<file path="config.mk">
export PLATFORM = sky130hd
export DESIGN_NAME = decoder_scan_n
export DESIGN_NICKNAME = d
export VERILOG_FILES = /design/src/rtl/decoder_scan_n_pkg.sv /design/src/rtl/decoder_scan_n_scan_counter.sv /design/src/rtl/decoder_scan_n.sv
export SDC_FILE = /design/constraint.sdc
export NUM_CORES = 1
export LEC_CHECK = 0
export ABC_AREA = 1
export CAP_MARGIN = 15
export CORE_AREA = 2 2 54 56
export DETAILED_ROUTE_END_ITERATION = 8
export DIE_AREA = 0 0 56 58
export PLACE_DENSITY_LB_ADDON = 0.05
export SLEW_MARGIN = 20
export SYNTH_ARGS = -nofsm -noshare
export SYNTH_HDL_FRONTEND = slang
export SYNTH_HIERARCHICAL = 1
export SYNTH_SLANG_ARGS = --single-unit
</file>
<file path="constraint.sdc">
create_clock -name clk -period 2.3 [get_ports clk]
set_input_delay 0.345 -clock clk [delete_from_list [all_inputs] [get_ports clk]]
set_output_delay 0.345 -clock clk [all_outputs]
set_load 0.02 [all_outputs]
</file>
<file path="src/rtl/decoder_scan_n_pkg.sv">
// Shared types and helpers for the scanning decoder.
// Holds the FSM state enum, mode encodings and the one-cold pattern function.
package decoder_pkg;

   typedef enum logic [1:0] {
      DIS    = 2'd0,
      DIRECT = 2'd1,
      SCAN   = 2'd2
   } dec_state_t;

   localparam logic MODE_DIRECT = 1'b0;
   localparam logic MODE_SCAN   = 1'b1;

   // Widest decoder supported by onehot_n; callers keep only the low OUT_W bits.
   localparam int unsigned MAX_SEL_W = 9;
   localparam int unsigned MAX_OUT_W = 2 ** MAX_SEL_W;

   function automatic logic [MAX_OUT_W-1:0] onehot_n(input int unsigned idx);
      return ~(MAX_OUT_W'(1) << idx);
   endfunction

endpackage

</file>
<file path="src/rtl/decoder_scan_n_scan_counter.sv">
// Dwell counter plus modulo-2**SEL_W index for the scan walk.
// hold freezes everything; load/clear take priority over advancing.
module scan_counter
   import decoder_pkg::*;
#(
   parameter int unsigned SEL_W   = 3,
   parameter int unsigned DWELL_W = 4
) (
   input  logic               clk,
   input  logic               rst_n,
   input  logic               clear,
   input  logic               load,
   input  logic [SEL_W-1:0]   load_val,
   input  logic               hold,
   input  logic [DWELL_W-1:0] dwell,
   output logic [SEL_W-1:0]   idx,
   output logic [SEL_W-1:0]   idx_nxt,
   output logic               wrap
);

   logic [DWELL_W-1:0] cnt;
   logic [DWELL_W-1:0] cnt_nxt;
   logic               wrap_nxt;

   // Compare against the live dwell so a lowered value advances on the next edge.
   always_comb begin
      idx_nxt  = idx;
      cnt_nxt  = cnt;
      wrap_nxt = 1'b0;
      if (!hold) begin
         if (load || clear) begin
            if (load)  idx_nxt = load_val;
            if (clear) cnt_nxt = '0;
         end else if (cnt >= dwell) begin
            cnt_nxt  = '0;
            idx_nxt  = idx + SEL_W'(1);
            wrap_nxt = (idx == '1);
         end else begin
            cnt_nxt = cnt + DWELL_W'(1);
         end
      end
   end

   always_ff @(posedge clk or negedge rst_n) begin
      if (!rst_n) begin
         idx  <= '0;
         cnt  <= '0;
         wrap <= 1'b0;
      end else begin
         idx  <= idx_nxt;
         cnt  <= cnt_nxt;
         wrap <= wrap_nxt;
      end
   end

endmodule

</file>
<file path="src/rtl/decoder_scan_n.sv">
// Registered SEL_W-to-2**SEL_W decoder with 74138-style enables and a scan mode.
// Outputs are active-low one-cold, all ones while disabled.
module decoder_scan_n
   import decoder_pkg::*;
#(
   parameter int unsigned SEL_W   = 3,
   parameter int unsigned DWELL_W = 4
) (
   input  logic                  clk,
   input  logic                  rst_n,
   input  logic                  g1,
   input  logic                  g2a_n,
   input  logic                  g2b_n,
   input  logic                  mode,
   input  logic [SEL_W-1:0]      sel_in,
   input  logic [DWELL_W-1:0]    dwell,
   output logic [2**SEL_W-1:0]   dec_out_n,
   output logic [SEL_W-1:0]      scan_idx,
   output logic                  wrap
);

   localparam int unsigned OUT_W = 2 ** SEL_W;

   dec_state_t             state;
   dec_state_t             state_nxt;
   logic                   en;
   logic                   hold;
   logic                   load;
   logic [SEL_W-1:0]       idx_nxt;
   logic [MAX_OUT_W-1:0]   pattern_full;
   logic                   unused_hi;

   // Load happens in DIRECT and on the DIRECT->SCAN edge, so the new index
   // and its output bit appear together on that same edge.
   always_comb begin
      en        = g1 & ~g2a_n & ~g2b_n;
      state_nxt = DIS;
      if (en) state_nxt = (mode == MODE_SCAN) ? SCAN : DIRECT;
      hold         = (state_nxt == DIS);
      load         = (state_nxt == DIRECT) || ((state_nxt == SCAN) && (state == DIRECT));
      pattern_full = onehot_n(32'(idx_nxt));
      unused_hi    = ^pattern_full[MAX_OUT_W-1:OUT_W];
   end

   scan_counter #(
      .SEL_W   (SEL_W),
      .DWELL_W (DWELL_W)
   ) u_scan_counter (
      .clk      (clk),
      .rst_n    (rst_n),
      .clear    (load),
      .load     (load),
      .load_val (sel_in),
      .hold     (hold),
      .dwell    (dwell),
      .idx      (scan_idx),
      .idx_nxt  (idx_nxt),
      .wrap     (wrap)
   );

   always_ff @(posedge clk or negedge rst_n) begin
      if (!rst_n) begin
         state     <= DIS;
         dec_out_n <= '1;
      end else begin
         state     <= state_nxt;
         dec_out_n <= hold ? '1 : pattern_full[OUT_W-1:0];
      end
   end

endmodule

</file>
==> impl_results.md <==
- Status: complete, no violations
- Residual DRC: 0
- Routability cong.: 0.805
- Power Total: 1.12 mW
- Crit Reg-Reg Startpoint: u_scan_counter/cnt[3]
- Highest achievable clock rate: 513 MHz
- Post-synthesis cell area: 1010 µm²
- Mean Syn Cell Area: 8.18 µm²
- Post-layout nets: 178
- Number of buffers between clock root and the deepest sink: 2
- Internal power consumption: 0.680 mW
- Measured slew at the worst slew-check pin: 0.248 ns
- Count of clock tree sinks: 18
- Clock network fraction of total power: 17.3%
- # rows: 19
- Sum of negative setup slack: 0 ns
- Min Tclk post-route: 1.95 ns
- Count of state elements after synthesis: 18
- Final ANT Viol Nets: 0
- Setup repair after global routing missed its margin: no
- Worst Setup Slack post-DPL: 0.0327 ns
- Layout overhead on the synthesized area: 35.8%
- Number of enable flip-flop cells after synthesis: 0
- Clk slew on worst S/H paths: 0.11 ns
- Post-Place Cell Area: 1330 µm²
- Category of the critical setup timing path: in2reg
- Pin count of the biggest net entering global routing: 19
- Kind of end point of the critical path: flop
- Final critical-path setup slack: 0.351 ns
- Worst EP arrival: 2.17 ns
- Later-pin clock latency in the skew report: 0.29 ns
- Cell seen most often among critical-path stages: sky130_fd_sc_hd__nand2_1
- Hold buffer count at cts: 0
- Sequential fraction of design power: 39.3%
- Share of the core filled with cells in the final layout: 51.3%
- Clock root buffer: sky130_fd_sc_hd__clkbuf_4
- Fillers: 268
- Area inside the core boundary: 2660 µm²
- Register-to-Register Path Depth: 11
- Fraction of layout cells with a size suffix above 1: 16.6%
- Count of final setup violators: 0
- Crit path max-delay cell type: sky130_fd_sc_hd__clkdlybuf4s50_1
- Reg-to-reg endpoint: dec_out_n[2]
- Critical path startpoint category: input pin
- Post-route design area: 1370 µm²
- Worst vdd rail ir drop: 0.496 mV
- Routed WL per cell: 10.4 µm
- Via total after detailed routing: 842
- Type of the worst min-delay path: in2async
- Initial antenna violation count: 0
- Number of I/O port buffers: 24
- Endpoint required time on the critical path: 2.53 ns
- Routed wire length: 1.95 mm
- Detailed router's first-iteration violation count: 28
- Pleak: 0.706 nW
- Number of warnings reported in the yosys synthesis log: 6
- Post-CTS Setup Repair Bufs: 0
- Final global-route overflow total: 0
- Io pins: 25
- Estimated wirelength of the detail-placed design: 1.57 mm
- FF-to-FF setup slack: 0.50 ns
- Critical-path cell list: clkdlybuf4s50_1, inv_1, ha_1, a21oi_1, nand3_2, nand2_1, nand2_1, nand2_1, nand2_1, inv_1, nand2_1, nor2_1, nand2_1
- Relative max-transition margin: 83.3%
- Final worst path period share: 84.7%
- Delay of the slowest cell on the worst path: 0.46 ns
- Number of placed cells counting well taps: 184
- Final Skew: 0.00478 ns
- Part of the Yosys area used for sequential elements: 45.8%
- Pre-antenna DRT Iters: 4
- Part of the total power dissipated in combinational logic: 43.4%
- Crit path buffers/inverters: 3
- Final Hold Viols: 0
- Overall global routing resource usage: 13.6%
- P_sw: 0.436 mW
- Crit-path max FO: 7
- Non-Filler Instances: 188
- Share of synthesized registers carrying an async set or reset: 100%
- Floorplan die width: 56 µm
- Number of global-route vias before repair: 824
- Wire length of the first global-routing pass: 3.47 mm
- Synthesized instance count: 123
- Starting Density: 37.8%
- Number of instances resized during post-cts repair: 0
- Number of H-tree branching levels: 1
- Dominant synthesized flop cell: sky130_fd_sc_hd__dfrtp_1
- Net count after synthesis: 143
- Pwr/cell area: 817 nW/µm²
- Antenna Cells: 0
- CTS tree: yes
- Post-Route Hold Slack: 0.374 ns
- Number of max-slew violations in the final report: 0
- Critical path's top delay family: simple AND/OR/NAND/NOR gates
- Max-cap check violation count: 0
- Clock buffer count from CTS: 3
- Die outline area: 3250 µm²
- Net switching share of the total power: 39.1%
- Die H: 58 µm
- Number of distinct library cell variants in the gate-level netlist after synthesis: 20
- Vias/cell: 4.48
-- layout by cell type (no fill, tap or decap), types with 2 or more instances in the layout --
master,count
sky130_fd_sc_hd__inv_1,25
sky130_fd_sc_hd__dfstp_2,8
sky130_fd_sc_hd__nand2_2,2
sky130_fd_sc_hd__nand3_1,7
sky130_fd_sc_hd__nor2_2,2
sky130_fd_sc_hd__dfrtp_1,10
sky130_fd_sc_hd__buf_4,6
sky130_fd_sc_hd__nor2_1,13
sky130_fd_sc_hd__a21oi_1,4
sky130_fd_sc_hd__nand2_1,32
sky130_fd_sc_hd__clkdlybuf4s50_1,24
sky130_fd_sc_hd__nand4_1,3
sky130_fd_sc_hd__o21ai_0,2
sky130_fd_sc_hd__clkbuf_4,3
sky130_fd_sc_hd__ha_1,7
-- cells in the mapped netlist (2+ instances only) --
| library cell | number | area share [%] |
|---|---|---|
| sky130_fd_sc_hd__nand2_1 | 32 | 12 |
| sky130_fd_sc_hd__inv_1 | 25 | 9.3 |
| sky130_fd_sc_hd__nor2_1 | 13 | 4.9 |
| sky130_fd_sc_hd__dfrtp_1 | 10 | 25 |
| sky130_fd_sc_hd__dfstp_2 | 8 | 21 |
| sky130_fd_sc_hd__ha_1 | 7 | 8.7 |
| sky130_fd_sc_hd__nand3_1 | 7 | 3.5 |
| sky130_fd_sc_hd__a21oi_1 | 4 | 2.0 |
| sky130_fd_sc_hd__nand4_1 | 3 | 1.9 |
| sky130_fd_sc_hd__nand2_2 | 2 | 1.2 |
| sky130_fd_sc_hd__nor2_2 | 2 | 1.2 |
| sky130_fd_sc_hd__o21ai_0 | 2 | 1.0 |
-- cells by family after synthesis --
group                      synth area share [%]
buffers and inverters                      9.33
AOI/OAI and AO/OA                          6.59
and+or+nand+nor                            28.7
adders and majority gates                  8.71
DFF                                        45.8
xor gates and xnor gates                  0.871
-- registers in the layout (all words and copies together), names as in the netlist --
register / flops
state: 2
dec_out_n: 8
u_scan_counter/cnt: 4
u_scan_counter/wrap: 1
u_scan_counter/idx: 3
-- worst max path at each step --
stage                  start      endpoint  slack [ns]  depth (start not counted)
floorplan              g2b_n  dec_out_n[5]        0.27                         12
CTS                 dwell[3]  dec_out_n[2]        0.35                         13
detailed placement  dwell[3]  dec_out_n[2]        0.03                         13
finish              dwell[3]  dec_out_n[2]        0.35                         13
global route        dwell[3]  dec_out_n[2]        0.13                         13
global placement    dwell[3]  dec_out_n[4]        0.10                         13
-- area by class of cell --
class	count	area, µm²	share of cell area (%)
sequential	18	460	33.7
multi-input combinational	80	452	33.1
timing repair buffer	30	285	20.9
inverter	25	93.8	6.87
tap	31	38.8	2.84
clock buffer	4	36.3	2.66
-- worst reg2reg max path: cells and delay by family (launching register included) --
kind | cells | cell delay, ns
and+or+nand+nor | 8 | 0.71
DFF | 1 | 0.42
adders and majority gates | 1 | 0.32
AOI/OAI and AO/OA | 1 | 0.22
buffers and inverters | 1 | 0.09
-- routing by layer --
metal | track usage (%) | vias up | wire length, µm
li1 | - | 449 | -
met1 | 18.8 | 374 | 974
met2 | 21.0 | 17 | 868
met3 | 3.35 | 2 | 93
met4 | 5.10 | 0 | 15
met5 | 0 | - | 0
-- power by group through the flow --
| stage | registers (mW) | clock network [mW] | logic, mW |
|---|---|---|---|
| final | 0.438 | 0.193 | 0.485 |
| after floorplan | 0.462 | 0 | 0.293 |
| after global routing | 0.450 | 0.217 | 0.560 |
| after detailed placement | 0.445 | 0 | 0.485 |
| after CTS | 0.440 | 0.204 | 0.488 |
| after global placement | 0.445 | 0 | 0.472 |
Note: power is estimated with default switching activity, not from simulation.
